--- config.mk ---
export PLATFORM = sky130hd
export DESIGN_NAME = riscv_v_exe_seq_flat
export DESIGN_NICKNAME = d
export VERILOG_FILES = /design/src/rtl/riscv_v_exe_seq_if.sv /design/src/rtl/riscv_v_exe_seq.sv /design/src/flat_wrapper.sv
export SDC_FILE = /design/constraint.sdc
export NUM_CORES = 1
export LEC_CHECK = 0
export ABC_AREA = 1
export BUFFER_PORTS_ARGS = -buffer_cell sky130_fd_sc_hd__buf_4
export CAP_MARGIN = 5
export CORE_UTILIZATION = 55
export DETAILED_ROUTE_END_ITERATION = 16
export GPL_TIMING_DRIVEN = 0
export PLACE_DENSITY_LB_ADDON = 0.25
export SYNTH_ARGS = -nofsm -noshare
export SYNTH_HDL_FRONTEND = slang
export SYNTH_SLANG_ARGS = --single-unit
--- constraint.sdc ---
create_clock -name clk -period 3.9 [get_ports clk]
set_clock_uncertainty 0.05 [all_clocks]
set_input_delay 0.78 -clock clk [delete_from_list [all_inputs] [get_ports clk]]
set_output_delay 0.78 -clock clk [all_outputs]
set_load 0.005 [all_outputs]
--- src/rtl/riscv_v_exe_seq_if.sv ---
`default_nettype none
// ============================================================================
// Module   : riscv_v_exe_seq_if
// Purpose  : Issue and ALU-pass bundle between decode, sequencer and execute.
// Revision : 1.0 - initial release
// ============================================================================
interface riscv_v_exe_seq_if #(
    parameter int REG_ADDR_W = 5
);
    logic                  flush_i;
    logic                  issue_valid_i;
    logic                  issue_ready_o;
    logic [REG_ADDR_W-1:0] issue_vd_i;
    logic [REG_ADDR_W-1:0] issue_vs1_i;
    logic [REG_ADDR_W-1:0] issue_vs2_i;
    logic [1:0]            issue_lmul_log2_i;
    logic                  issue_vs1_scalar_i;
    logic                  issue_is_reduct_i;
    logic                  issue_is_v2i_i;
    logic                  alu_ready_i;
    logic                  alu_valid_o;
    logic [REG_ADDR_W-1:0] alu_vs1_o;
    logic [REG_ADDR_W-1:0] alu_vs2_o;
    logic [REG_ADDR_W-1:0] alu_vd_o;
    logic                  alu_first_o;
    logic                  alu_last_o;
    logic                  alu_accum_sel_o;
    logic                  alu_vec_wb_en_o;
    logic                  alu_int_wb_en_o;
    logic                  busy_o;
    logic                  illegal_o;

    modport slave (
        input  flush_i, issue_valid_i, issue_vd_i, issue_vs1_i, issue_vs2_i,
               issue_lmul_log2_i, issue_vs1_scalar_i, issue_is_reduct_i,
               issue_is_v2i_i, alu_ready_i,
        output issue_ready_o, alu_valid_o, alu_vs1_o, alu_vs2_o, alu_vd_o,
               alu_first_o, alu_last_o, alu_accum_sel_o, alu_vec_wb_en_o,
               alu_int_wb_en_o, busy_o, illegal_o
    );

    modport master (
        output flush_i, issue_valid_i, issue_vd_i, issue_vs1_i, issue_vs2_i,
               issue_lmul_log2_i, issue_vs1_scalar_i, issue_is_reduct_i,
               issue_is_v2i_i, alu_ready_i,
        input  issue_ready_o, alu_valid_o, alu_vs1_o, alu_vs2_o, alu_vd_o,
               alu_first_o, alu_last_o, alu_accum_sel_o, alu_vec_wb_en_o,
               alu_int_wb_en_o, busy_o, illegal_o
    );
endinterface
`default_nettype wire

--- src/rtl/riscv_v_exe_seq.sv ---
`default_nettype none
// ============================================================================
// Module   : riscv_v_exe_seq
// Purpose  : Expands a vector register group into per-register ALU passes.
// Revision : 1.0 - initial release
// ============================================================================
module riscv_v_exe_seq #(
    parameter int REG_ADDR_W    = 5,
    parameter int MAX_LMUL_LOG2 = 3
) (
    input logic              clk,
    input logic              rst_n,
    riscv_v_exe_seq_if.slave bus
);
    localparam int CNT_W = MAX_LMUL_LOG2;
    localparam logic [REG_ADDR_W-1:0] c_addr_one = 1;
    localparam logic [CNT_W-1:0]      c_cnt_one  = 1;

    typedef enum logic [0:0] {
        IDLE = 1'b0,
        RUN  = 1'b1
    } state_t;

    state_t                r_state, w_state_nxt;
    logic [CNT_W-1:0]      r_cnt, w_cnt_nxt;
    logic [CNT_W-1:0]      r_last_idx, w_issue_last_idx;
    logic [REG_ADDR_W-1:0] r_vd, r_vs1, r_vs2;
    logic [REG_ADDR_W-1:0] w_mask, w_k;
    logic                  r_vs1_hold, r_reduct, r_v2i, r_illegal;
    logic                  w_illegal_nxt, w_load, w_misaligned;
    logic                  w_valid, w_fire, w_last;

    // Only registers that get stepped through the group must be group-aligned;
    // a reduction's vd and vs1 are single registers.
    always_comb begin
        w_mask       = (c_addr_one << bus.issue_lmul_log2_i) - c_addr_one;
        w_misaligned = !bus.issue_is_v2i_i &&
                       (((bus.issue_vs2_i & w_mask) != '0) ||
                        (!bus.issue_is_reduct_i && ((bus.issue_vd_i & w_mask) != '0)) ||
                        (!(bus.issue_vs1_scalar_i || bus.issue_is_reduct_i) &&
                         ((bus.issue_vs1_i & w_mask) != '0)));
        w_issue_last_idx = bus.issue_is_v2i_i ? '0
                         : (c_cnt_one << bus.issue_lmul_log2_i) - c_cnt_one;
    end

    assign w_valid = (r_state == RUN);
    assign w_fire  = w_valid & bus.alu_ready_i;
    assign w_last  = (r_cnt == r_last_idx);

    always_comb begin
        w_state_nxt   = r_state;
        w_cnt_nxt     = r_cnt;
        w_load        = 1'b0;
        w_illegal_nxt = 1'b0;
        if (bus.flush_i) begin
            w_state_nxt = IDLE;
            w_cnt_nxt   = '0;
        end else begin
            case (r_state)
                IDLE: begin
                    if (bus.issue_valid_i) begin
                        if (w_misaligned) begin
                            w_illegal_nxt = 1'b1;
                        end else begin
                            w_load      = 1'b1;
                            w_state_nxt = RUN;
                            w_cnt_nxt   = '0;
                        end
                    end
                end
                RUN: begin
                    if (w_fire) begin
                        if (w_last) begin
                            w_state_nxt = IDLE;
                            w_cnt_nxt   = '0;
                        end else begin
                            w_cnt_nxt = r_cnt + c_cnt_one;
                        end
                    end
                end
                default: begin
                    w_state_nxt = IDLE;
                    w_cnt_nxt   = '0;
                end
            endcase
        end
    end

    always_ff @(posedge clk or negedge rst_n) begin
        if (!rst_n) begin
            r_state   <= IDLE;
            r_cnt     <= '0;
            r_illegal <= 1'b0;
        end else begin
            r_state   <= w_state_nxt;
            r_cnt     <= w_cnt_nxt;
            r_illegal <= w_illegal_nxt;
        end
    end

    always_ff @(posedge clk or negedge rst_n) begin
        if (!rst_n) begin
            r_vd       <= '0;
            r_vs1      <= '0;
            r_vs2      <= '0;
            r_last_idx <= '0;
            r_vs1_hold <= 1'b0;
            r_reduct   <= 1'b0;
            r_v2i      <= 1'b0;
        end else if (w_load) begin
            r_vd       <= bus.issue_vd_i;
            r_vs1      <= bus.issue_vs1_i;
            r_vs2      <= bus.issue_vs2_i;
            r_last_idx <= w_issue_last_idx;
            r_vs1_hold <= bus.issue_vs1_scalar_i | bus.issue_is_reduct_i;
            r_reduct   <= bus.issue_is_reduct_i;
            r_v2i      <= bus.issue_is_v2i_i;
        end
    end

    assign w_k = REG_ADDR_W'(r_cnt);

    assign bus.issue_ready_o   = (r_state == IDLE);
    assign bus.busy_o          = w_valid;
    assign bus.illegal_o       = r_illegal;
    assign bus.alu_valid_o     = w_valid;
    assign bus.alu_vs2_o       = r_vs2 + w_k;
    assign bus.alu_vs1_o       = r_vs1_hold ? r_vs1 : (r_vs1 + w_k);
    assign bus.alu_vd_o        = r_reduct ? r_vd : (r_vd + w_k);
    assign bus.alu_first_o     = w_valid & (r_cnt == '0);
    assign bus.alu_last_o      = w_valid & w_last;
    assign bus.alu_accum_sel_o = w_valid & r_reduct & (r_cnt != '0);
    assign bus.alu_vec_wb_en_o = w_valid & ~r_v2i & (~r_reduct | w_last);
    assign bus.alu_int_wb_en_o = w_valid & r_v2i;
endmodule
`default_nettype wire
--- src/flat_wrapper.sv ---
// flat-port wrapper written by rule: the top's interface ports become plain ports
module riscv_v_exe_seq_flat 
#(
    parameter int REG_ADDR_W    = 5,
    parameter int MAX_LMUL_LOG2 = 3
)
  (clk, rst_n, bus_flush_i, bus_issue_valid_i, bus_issue_vd_i, bus_issue_vs1_i, bus_issue_vs2_i, bus_issue_lmul_log2_i, bus_issue_vs1_scalar_i, bus_issue_is_reduct_i, bus_issue_is_v2i_i, bus_alu_ready_i, bus_issue_ready_o, bus_alu_valid_o, bus_alu_vs1_o, bus_alu_vs2_o, bus_alu_vd_o, bus_alu_first_o, bus_alu_last_o, bus_alu_accum_sel_o, bus_alu_vec_wb_en_o, bus_alu_int_wb_en_o, bus_busy_o, bus_illegal_o);
  riscv_v_exe_seq_if #(.REG_ADDR_W(REG_ADDR_W)) bus_i ();
  input logic clk;
  input logic rst_n;
  input wire logic [$bits(bus_i.flush_i)-1:0] bus_flush_i;
  input wire logic [$bits(bus_i.issue_valid_i)-1:0] bus_issue_valid_i;
  input wire logic [$bits(bus_i.issue_vd_i)-1:0] bus_issue_vd_i;
  input wire logic [$bits(bus_i.issue_vs1_i)-1:0] bus_issue_vs1_i;
  input wire logic [$bits(bus_i.issue_vs2_i)-1:0] bus_issue_vs2_i;
  input wire logic [$bits(bus_i.issue_lmul_log2_i)-1:0] bus_issue_lmul_log2_i;
  input wire logic [$bits(bus_i.issue_vs1_scalar_i)-1:0] bus_issue_vs1_scalar_i;
  input wire logic [$bits(bus_i.issue_is_reduct_i)-1:0] bus_issue_is_reduct_i;
  input wire logic [$bits(bus_i.issue_is_v2i_i)-1:0] bus_issue_is_v2i_i;
  input wire logic [$bits(bus_i.alu_ready_i)-1:0] bus_alu_ready_i;
  output wire logic [$bits(bus_i.issue_ready_o)-1:0] bus_issue_ready_o;
  output wire logic [$bits(bus_i.alu_valid_o)-1:0] bus_alu_valid_o;
  output wire logic [$bits(bus_i.alu_vs1_o)-1:0] bus_alu_vs1_o;
  output wire logic [$bits(bus_i.alu_vs2_o)-1:0] bus_alu_vs2_o;
  output wire logic [$bits(bus_i.alu_vd_o)-1:0] bus_alu_vd_o;
  output wire logic [$bits(bus_i.alu_first_o)-1:0] bus_alu_first_o;
  output wire logic [$bits(bus_i.alu_last_o)-1:0] bus_alu_last_o;
  output wire logic [$bits(bus_i.alu_accum_sel_o)-1:0] bus_alu_accum_sel_o;
  output wire logic [$bits(bus_i.alu_vec_wb_en_o)-1:0] bus_alu_vec_wb_en_o;
  output wire logic [$bits(bus_i.alu_int_wb_en_o)-1:0] bus_alu_int_wb_en_o;
  output wire logic [$bits(bus_i.busy_o)-1:0] bus_busy_o;
  output wire logic [$bits(bus_i.illegal_o)-1:0] bus_illegal_o;
  assign bus_i.flush_i = bus_flush_i;
  assign bus_i.issue_valid_i = bus_issue_valid_i;
  assign bus_i.issue_vd_i = bus_issue_vd_i;
  assign bus_i.issue_vs1_i = bus_issue_vs1_i;
  assign bus_i.issue_vs2_i = bus_issue_vs2_i;
  assign bus_i.issue_lmul_log2_i = bus_issue_lmul_log2_i;
  assign bus_i.issue_vs1_scalar_i = bus_issue_vs1_scalar_i;
  assign bus_i.issue_is_reduct_i = bus_issue_is_reduct_i;
  assign bus_i.issue_is_v2i_i = bus_issue_is_v2i_i;
  assign bus_i.alu_ready_i = bus_alu_ready_i;
  assign bus_issue_ready_o = bus_i.issue_ready_o;
  assign bus_alu_valid_o = bus_i.alu_valid_o;
  assign bus_alu_vs1_o = bus_i.alu_vs1_o;
  assign bus_alu_vs2_o = bus_i.alu_vs2_o;
  assign bus_alu_vd_o = bus_i.alu_vd_o;
  assign bus_alu_first_o = bus_i.alu_first_o;
  assign bus_alu_last_o = bus_i.alu_last_o;
  assign bus_alu_accum_sel_o = bus_i.alu_accum_sel_o;
  assign bus_alu_vec_wb_en_o = bus_i.alu_vec_wb_en_o;
  assign bus_alu_int_wb_en_o = bus_i.alu_int_wb_en_o;
  assign bus_busy_o = bus_i.busy_o;
  assign bus_illegal_o = bus_i.illegal_o;
  riscv_v_exe_seq #(.REG_ADDR_W(REG_ADDR_W), .MAX_LMUL_LOG2(MAX_LMUL_LOG2)) u_core (.clk(clk), .rst_n(rst_n), .bus(bus_i));
endmodule
==> metrics.md, run 1 <==
| Metric | Value |
|---|---|
| Max FO, Critical Path | 7 |
| Multi-input logic area | roughly 940 um^2 |
| Yosys top cell area share | 0.362 |
| Critical path launch point type | flip-flop |
| Clock transition at the registers of the reported paths | 0.13 ns |
| Initial antenna violation count | 0 |
| Post-place setup slack | 1.14 ns |
| Arr. time, crit path | around 2.3 ns |
| Syn nets | 260 |
| TritonCTS clock tree | built |
| Largest family of logic cells by synthesized area | simple AND/OR/NAND/NOR gates |
| Cell Chain, Critical Path | inv_1 -> fa_1 -> or2_2 -> nand2_1 -> nand3_1 -> xor2_1 -> buf_4 |
| Routed len/inst | roughly 11 um |
| Skew-Pair Late Insertion Delay | 0.32 ns |
| Clock power share | 0.112 |
| Final instance area | 2240 um^2 |
| Mapped Cells | roughly 220 |
| Root Buffer Master | clkbuf_4 |
| Cell taking the most area after synthesis | dfrtp_1 |
| CP Class | flip-flop to output pin |
| Min setup slack post-route | 0.788 ns |
| Fin. max-slew vios | 0 |
| Combinational share of power | 0.485 |
| First-pass GRT wire length | slightly above 6000 um |
| CTS Hold Buffers Added | 0 |
| Relative slew slack | 0.770 |
| Share of cells above drive strength 1 | 0.301 |
| Dpl cells | around 310 |
| Buf+Inv Stages, Crit Path | 2 |
| CTS buffer count | 3 |
| Crit path max-delay family | flip-flops |
| Storage cell area | 651 um^2 |
| F_max | 0.321 GHz |
| Area contributors post-synth | dfrtp_1 36%, nand2_1 12%, ha_1 7.6%, inv_1 7.5%, o21ai_2 5.4% |
| Net Sw Frac | 0.374 |
| IO buf count | 48 |
| Fin cells | roughly 320 |
| R2r setup slk | 2.39 ns |
| Starting density of the core | 0.585 |
| Post-place instance area | ~2200 um^2 |
| Max cap viols | 0 |
| Setup TNS after final layout | 0 ns |
| Post-DR vias/cell | 4.85 |
| Peak supply drop | 0.219 mV |
| Main flop type after synthesis | dfrtp_1 |
| Hold slack | 0.287 ns |
| Unique masters post-synth | 28 |
| EDFF count, synth | 0 |
| Most common cell in the netlist | nand2_1 |
| HP Class | input pin to async pin |
| Setup crit end kind | output pin |
| Post-synthesis mux area share | 0 |
| Max Root-Sink Buffers | 2 |
| PostCTS Resize Cnt | 0 |
| Min Tclk post-route | 3.11 ns |
| Simple-Gate Fraction of Synth Area | 0.227 |
| Worst slew pin tran | roughly 0.34 ns |
| Final Core Density | 0.727 |
| Placer Congestion | 0.835 |
| GRT overflow | 0 |
| Tot GR Track Use | 0.236 |
| Via Count | 1534 |
| Synth Area in XOR/XNOR | 0.0535 |
| Synth Warn # | 0 |
| Row count | 20 |
| Most instantiated cells after synthesis | 57 x nand2_1, 36 x inv_1, 26 x dfrtp_1 |
| Area Overhead vs Synth | 24.3% |
| Synth Area in Compound Gates | 0.130 |
| Antenna Cells | 0 |
| Status | finished, final reports clean |
| Sequential-to-total area share from yosys stat | 0.362 |
| Setup repair after global routing missed its margin | false |
| Die width | 59.2 um |
| Core area | slightly above 3000 um^2 |
| Final #Nets | 313 |
| Die height | 59.2 um |
| LEAKAGE | 1.18 nW |
| CTS Sinks | 26 |
| Yosys reg bits | 26 |
| Power Internal | 638 uW |
| Final wirelength | roughly 3600 um |
| Post-CTS Setup Bufs | 0 |
| Flop pwr share | 0.403 |
| Pwr Density | ~460 nW/um^2 |
| Synthesized area per cell | 8.14 um^2 |
| Fillers | 280 |
| I/O pins | approximately 50 |
| WP data required | about 3.1 ns |
| Asr flop ratio synth | 1.00 |
| Htree depth | 1 |
| Drt pass-1 iters | 4 |
| Synth Area in Adders | 0.110 |
| Detail Placement HPWL | 2850 um |
| Cell area after synthesis | 1800 um^2 |
| DRC viols | 0 |
| Tcrit/Tclk final | 0.798 |
| Die Area | 3500 um^2 |
| Setup violators final | 0 |
| Routed Antenna Nets | 0 |
| Slowest stage cell, crit path | dfrtp_1 |
| Power consumption | 1.02 mW |
| Starting DRT DRC Count | 38 |
| CP max stage delay | 0.55 ns |
| Sw power | roughly 380 uW |
| Fin. Hold Viols | 0 |
| Vias in the first global route | 1449 |
| Largest net degree at the start of global routing | 27 |
[area by class of cell]
class	count	share of cell area
multi-input combinational	152	0.418
tap	44	0.0246
timing repair buffer	48	0.161
sequential	26	0.291
buffer	4	0.0263
clock buffer	3	0.0101
inverter	39	0.0688
[cells by family after synthesis]
family | count (synthesis)
xor gates and xnor gates | 11
DFF | 26
and+or+nand+nor | 90
buffers and inverters | 43
adders and majority gates | 14
AOI/OAI and AO/OA | 37
[cell usage in the layout (no fill, tap or decap), types with 3 or more instances in the layout]
master	synthesis	routed
fa_1	3	3
xor2_1	6	6
dfrtp_1	26	26
xnor2_1	5	5
o21ai_1	7	7
nand2_1	57	57
nor2_1	9	9
a21oi_1	6	6
clkbuf_4	0	3
o21ai_2	11	11
nand3_1	10	10
buf_4	1	49
ha_1	11	11
inv_1	36	36
o21ai_0	10	10
nand2_2	7	7
[worst register-to-register path, cell delays in order (launching register included)]
cell and delay [ns]:
dfrtp_1 0.55, inv_1 0.24, ha_1 0.33, inv_1 0.03, nor2_1 0.09, nand3_1 0.08, nand2_1 0.07
[per-layer routing]
| layer | GRT usage | up-vias | part of all wire |
|---|---|---|---|
| met5 | 0 | - | 0 |
| met4 | 0.0782 | 0 | 0.014 |
| met3 | 0.0262 | 7 | 0.031 |
| met2 | 0.390 | 30 | 0.47 |
| met1 | 0.322 | 701 | 0.48 |
| li1 | - | 796 | - |
[path summary, 6_finish.rpt]
| path | startpoint | to | cells past startpoint |
|---|---|---|---|
| max reg2reg | u_core.r_cnt[1] | u_core.r_cnt[1] | 6 |
| min reg2reg | u_core.r_vs2[0] | u_core.r_vs2[0] | 2 |
| max in group asynchronous | rst_n | u_core.r_v2i | 1 |
| min | rst_n | u_core.r_cnt[0] | 1 |
| min in group clk | u_core.r_vs2[0] | u_core.r_vs2[0] | 2 |
| max | u_core.r_cnt[1] | bus_alu_vs1_o[4] | 7 |
[power by group through the flow]
stage / clock (mW) / sequential, mW / combinational, mW
global route: 0.128 / 0.420 / 0.571
floorplan: 0 / 0.398 / 0.292
detailed placement: 0 / 0.416 / 0.499
finish: 0.114 / 0.411 / 0.495
global placement: 0 / 0.413 / 0.485
CTS: 0.117 / 0.410 / 0.501
[flip-flops by register name (all words and copies together), names as in the netlist]
| signal | count |
|---|---|
| u_core.r_vd | 5 |
| u_core.r_vs1 | 5 |
| u_core.r_vs2 | 5 |
| u_core.r_cnt | 3 |
| u_core.r_last_idx | 3 |
| u_core.bus.alu_valid_o | 1 |
| u_core.bus.illegal_o | 1 |
| u_core.r_reduct | 1 |
| u_core.r_v2i | 1 |
| u_core.r_vs1_hold | 1 |
Power figures use the tool's default switching activity.
==> run 2: changes to the inputs <==
--- a/config.mk
+++ b/config.mk
@@ -8,7 +8,7 @@
 export ABC_AREA = 1
 export BUFFER_PORTS_ARGS = -buffer_cell sky130_fd_sc_hd__buf_4
 export CAP_MARGIN = 5
-export CORE_UTILIZATION = 55
+export CORE_UTILIZATION = 52
 export DETAILED_ROUTE_END_ITERATION = 16
 export GPL_TIMING_DRIVEN = 0
 export PLACE_DENSITY_LB_ADDON = 0.25
==> constraint.sdc (replaced) <==
create_clock -name clk -period 2.88 [get_ports clk]
set_clock_uncertainty 0.05 [all_clocks]
set_input_delay 0.576 -clock clk [delete_from_list [all_inputs] [get_ports clk]]
set_output_delay 0.576 -clock clk [all_outputs]
set_load 0.005 [all_outputs]
==> run 2 against run 1 <==
Worst hold slack worse by 0.21 ns. Sequential share of layout area fell by 0.54 points. Register-to-register slack worse by 1.0 ns. Clock-buffer cell count rose by 1. Sequential power is 36% higher. Critical path depth increased by 1. Clock power grew 65%. Cell count rose by 1.6%. Via count up 3.5%. First-iteration DRC count is 2.6% lower. Design area up 2.3%. Global-route usage barely moved.
==> metrics.md, run 2 (synthesized netlist as in run 1, its figures left out) <==
| Metric | Value |
|---|---|
| GRT overflow | 0 |
| Most frequent cells in the layout | 57 x nand2_1, 53 x buf_4, 36 x inv_1 |
| Post-place instance area | 2210 um^2 |
| Cell Chain, Critical Path | ha_2 -> inv_1 -> fa_1 -> or2_2 -> nand2_1 -> nand3_1 -> xor2_1 -> buf_4 |
| Core area | approximately 3200 um^2 |
| Die width | 60.8 um |
| Initial antenna violation count | 0 |
| CP max stage delay | 0.48 ns |
| Final instance area | 2290 um^2 |
| Setup crit end kind | output pin |
| Final wirelength | 3870 um |
| Post-DR vias/cell | 4.95 |
| Max cap viols | 0 |
| Commonest non-fill, non-tap cell in the layout | nand2_1 |
| CTS Hold Buffers Added | 0 |
| Setup violators final | 0 |
| CTS Sinks | 26 |
| Detail Placement HPWL | just over 3000 um |
| IO buf count | 48 |
| Antenna Cells | 0 |
| Max Root-Sink Buffers | 2 |
| Critical Path Start | u_core.r_cnt[0] |
| Starting DRT DRC Count | 37 |
| Share of cells above drive strength 1 | 0.329 |
| Routed Antenna Nets | 0 |
| Final #Nets | 317 |
| Min Tclk post-route | 2.79 ns |
| CP Class | flip-flop to output pin |
| I/O pins | 49 |
| Setup repair after global routing missed its margin | true |
| F_max | 0.359 GHz |
| Routed len/inst | 12.1 um |
| Htree depth | 1 |
| CTS buffer count | 3 |
| TritonCTS clock tree | built |
| Tcrit/Tclk final | 0.968 |
| Worst slew pin tran | 0.349 ns |
| Starting density of the core | 0.566 |
| Pwr Density | 626 nW/um^2 |
| Fin. max-slew vios | 0 |
| Largest regs | u_core.r_vd x5, u_core.r_vs1 x5, u_core.r_vs2 x5 |
| Peak supply drop | 0.298 mV |
| Fin. Hold Viols | 0 |
| Largest net degree at the start of global routing | 27 |
| Clock transition at the registers of the reported paths | between 0.1 and 0.15 ns |
| Area Overhead vs Synth | 27.2% |
| Root Buffer Master | clkbuf_4 |
| Slowest stage cell, crit path | dfrtp_2 |
| Drt pass-1 iters | 4 |
| Skew-Pair Late Insertion Delay | roughly 0.33 ns |
| Arr. time, crit path | 2.16 ns |
| Status | finished, final reports clean |
| Final Core Density | 0.720 |
| WP data required | around 2.3 ns |
| Die height | 60.8 um |
| Setup TNS after final layout | 0 ns |
| Tot GR Track Use | 0.236 |
| Relative slew slack | 0.767 |
| Placer Congestion | 0.816 |
| HP Class | input pin to async pin |
| Die Area | 3700 um^2 |
| RR Startpoint | u_core.r_cnt[0] |
| First-pass GRT wire length | roughly 6400 um |
| Via Count | 1588 |
| Vias in the first global route | 1469 |
| Min setup slack post-route | approximately 0.09 ns |
| Row count | 20 |
| Critical path launch point type | flip-flop |
| LEAKAGE | approximately 1.2 nW |
| Max FO, Critical Path | 7 |
| DRC viols | 0 |
| Post-place setup slack | 0.303 ns |
-- run 2: cell types whose count changed in the layout (fill, tap and decap cells not counted), sizes merged --
cell    previous run  this run
buf               52        56
clkbuf             3         4
-- run 2: where the power goes --
part           switching [mW]  internal, mW  total [mW]
Clock                   0.111        0.0774       0.188
Combinational           0.330         0.356       0.687
Sequential             0.0897         0.468       0.558
-- run 2: worst max-delay path: cells and delay by family (launching register included) --
kind          cells  cell delay, ns
flops             1            0.48
buf+inv           2            0.18
fa+ha+maj         2            0.57
simple gates      3            0.45
xor+xnor          1            0.15
-- run 2: repair_timing --
item                       CTS  global route
setup endpoints to repair    2             2
gates resized for setup      2             2
setup buffers                0             4
-- run 2: area by class of cell --
type	instances	area, um^2
timing repair buffer	52	390
fill	278	890
buffer	4	58.8
inverter	39	154
clock buffer	4	36.3
multi-input combinational	152	941
sequential	26	653
tap	44	55.1
-- run 2: final timing paths --
| check | to | slack (ns) | cells past startpoint |
|---|---|---|---|
| min in group clk | u_core.r_vs1[3] | 0.39 | 3 |
| max | bus_alu_vd_o[4] | 0.09 | 8 |
| min reg2reg | u_core.r_last_idx[0] | 0.48 | 2 |
| max in group asynchronous | u_core.r_cnt[1] | 2.44 | 1 |
| min | u_core.r_vs1[3] | 0.08 | 1 |
| max reg2reg | u_core.r_cnt[1] | 1.36 | 9 |
-- run 2: per-layer routing --
metal / wire length [um] / global-route usage
met3: 165 / 0.0213
met1: 1750 / 0.307
met4: 77 / 0.0877
met5: 0 / 0
met2: 1880 / 0.408
-- run 2: per-stage QoR --
stage               std cells  hold slack [ns]  total power, mW
finish                    321           0.0752             1.43
detailed placement        313            0.444             1.24
floorplan                 221            0.230            0.935
CTS                       317           0.0940             1.43
global placement          313            0.425             1.22
global route              321           0.0785             1.56
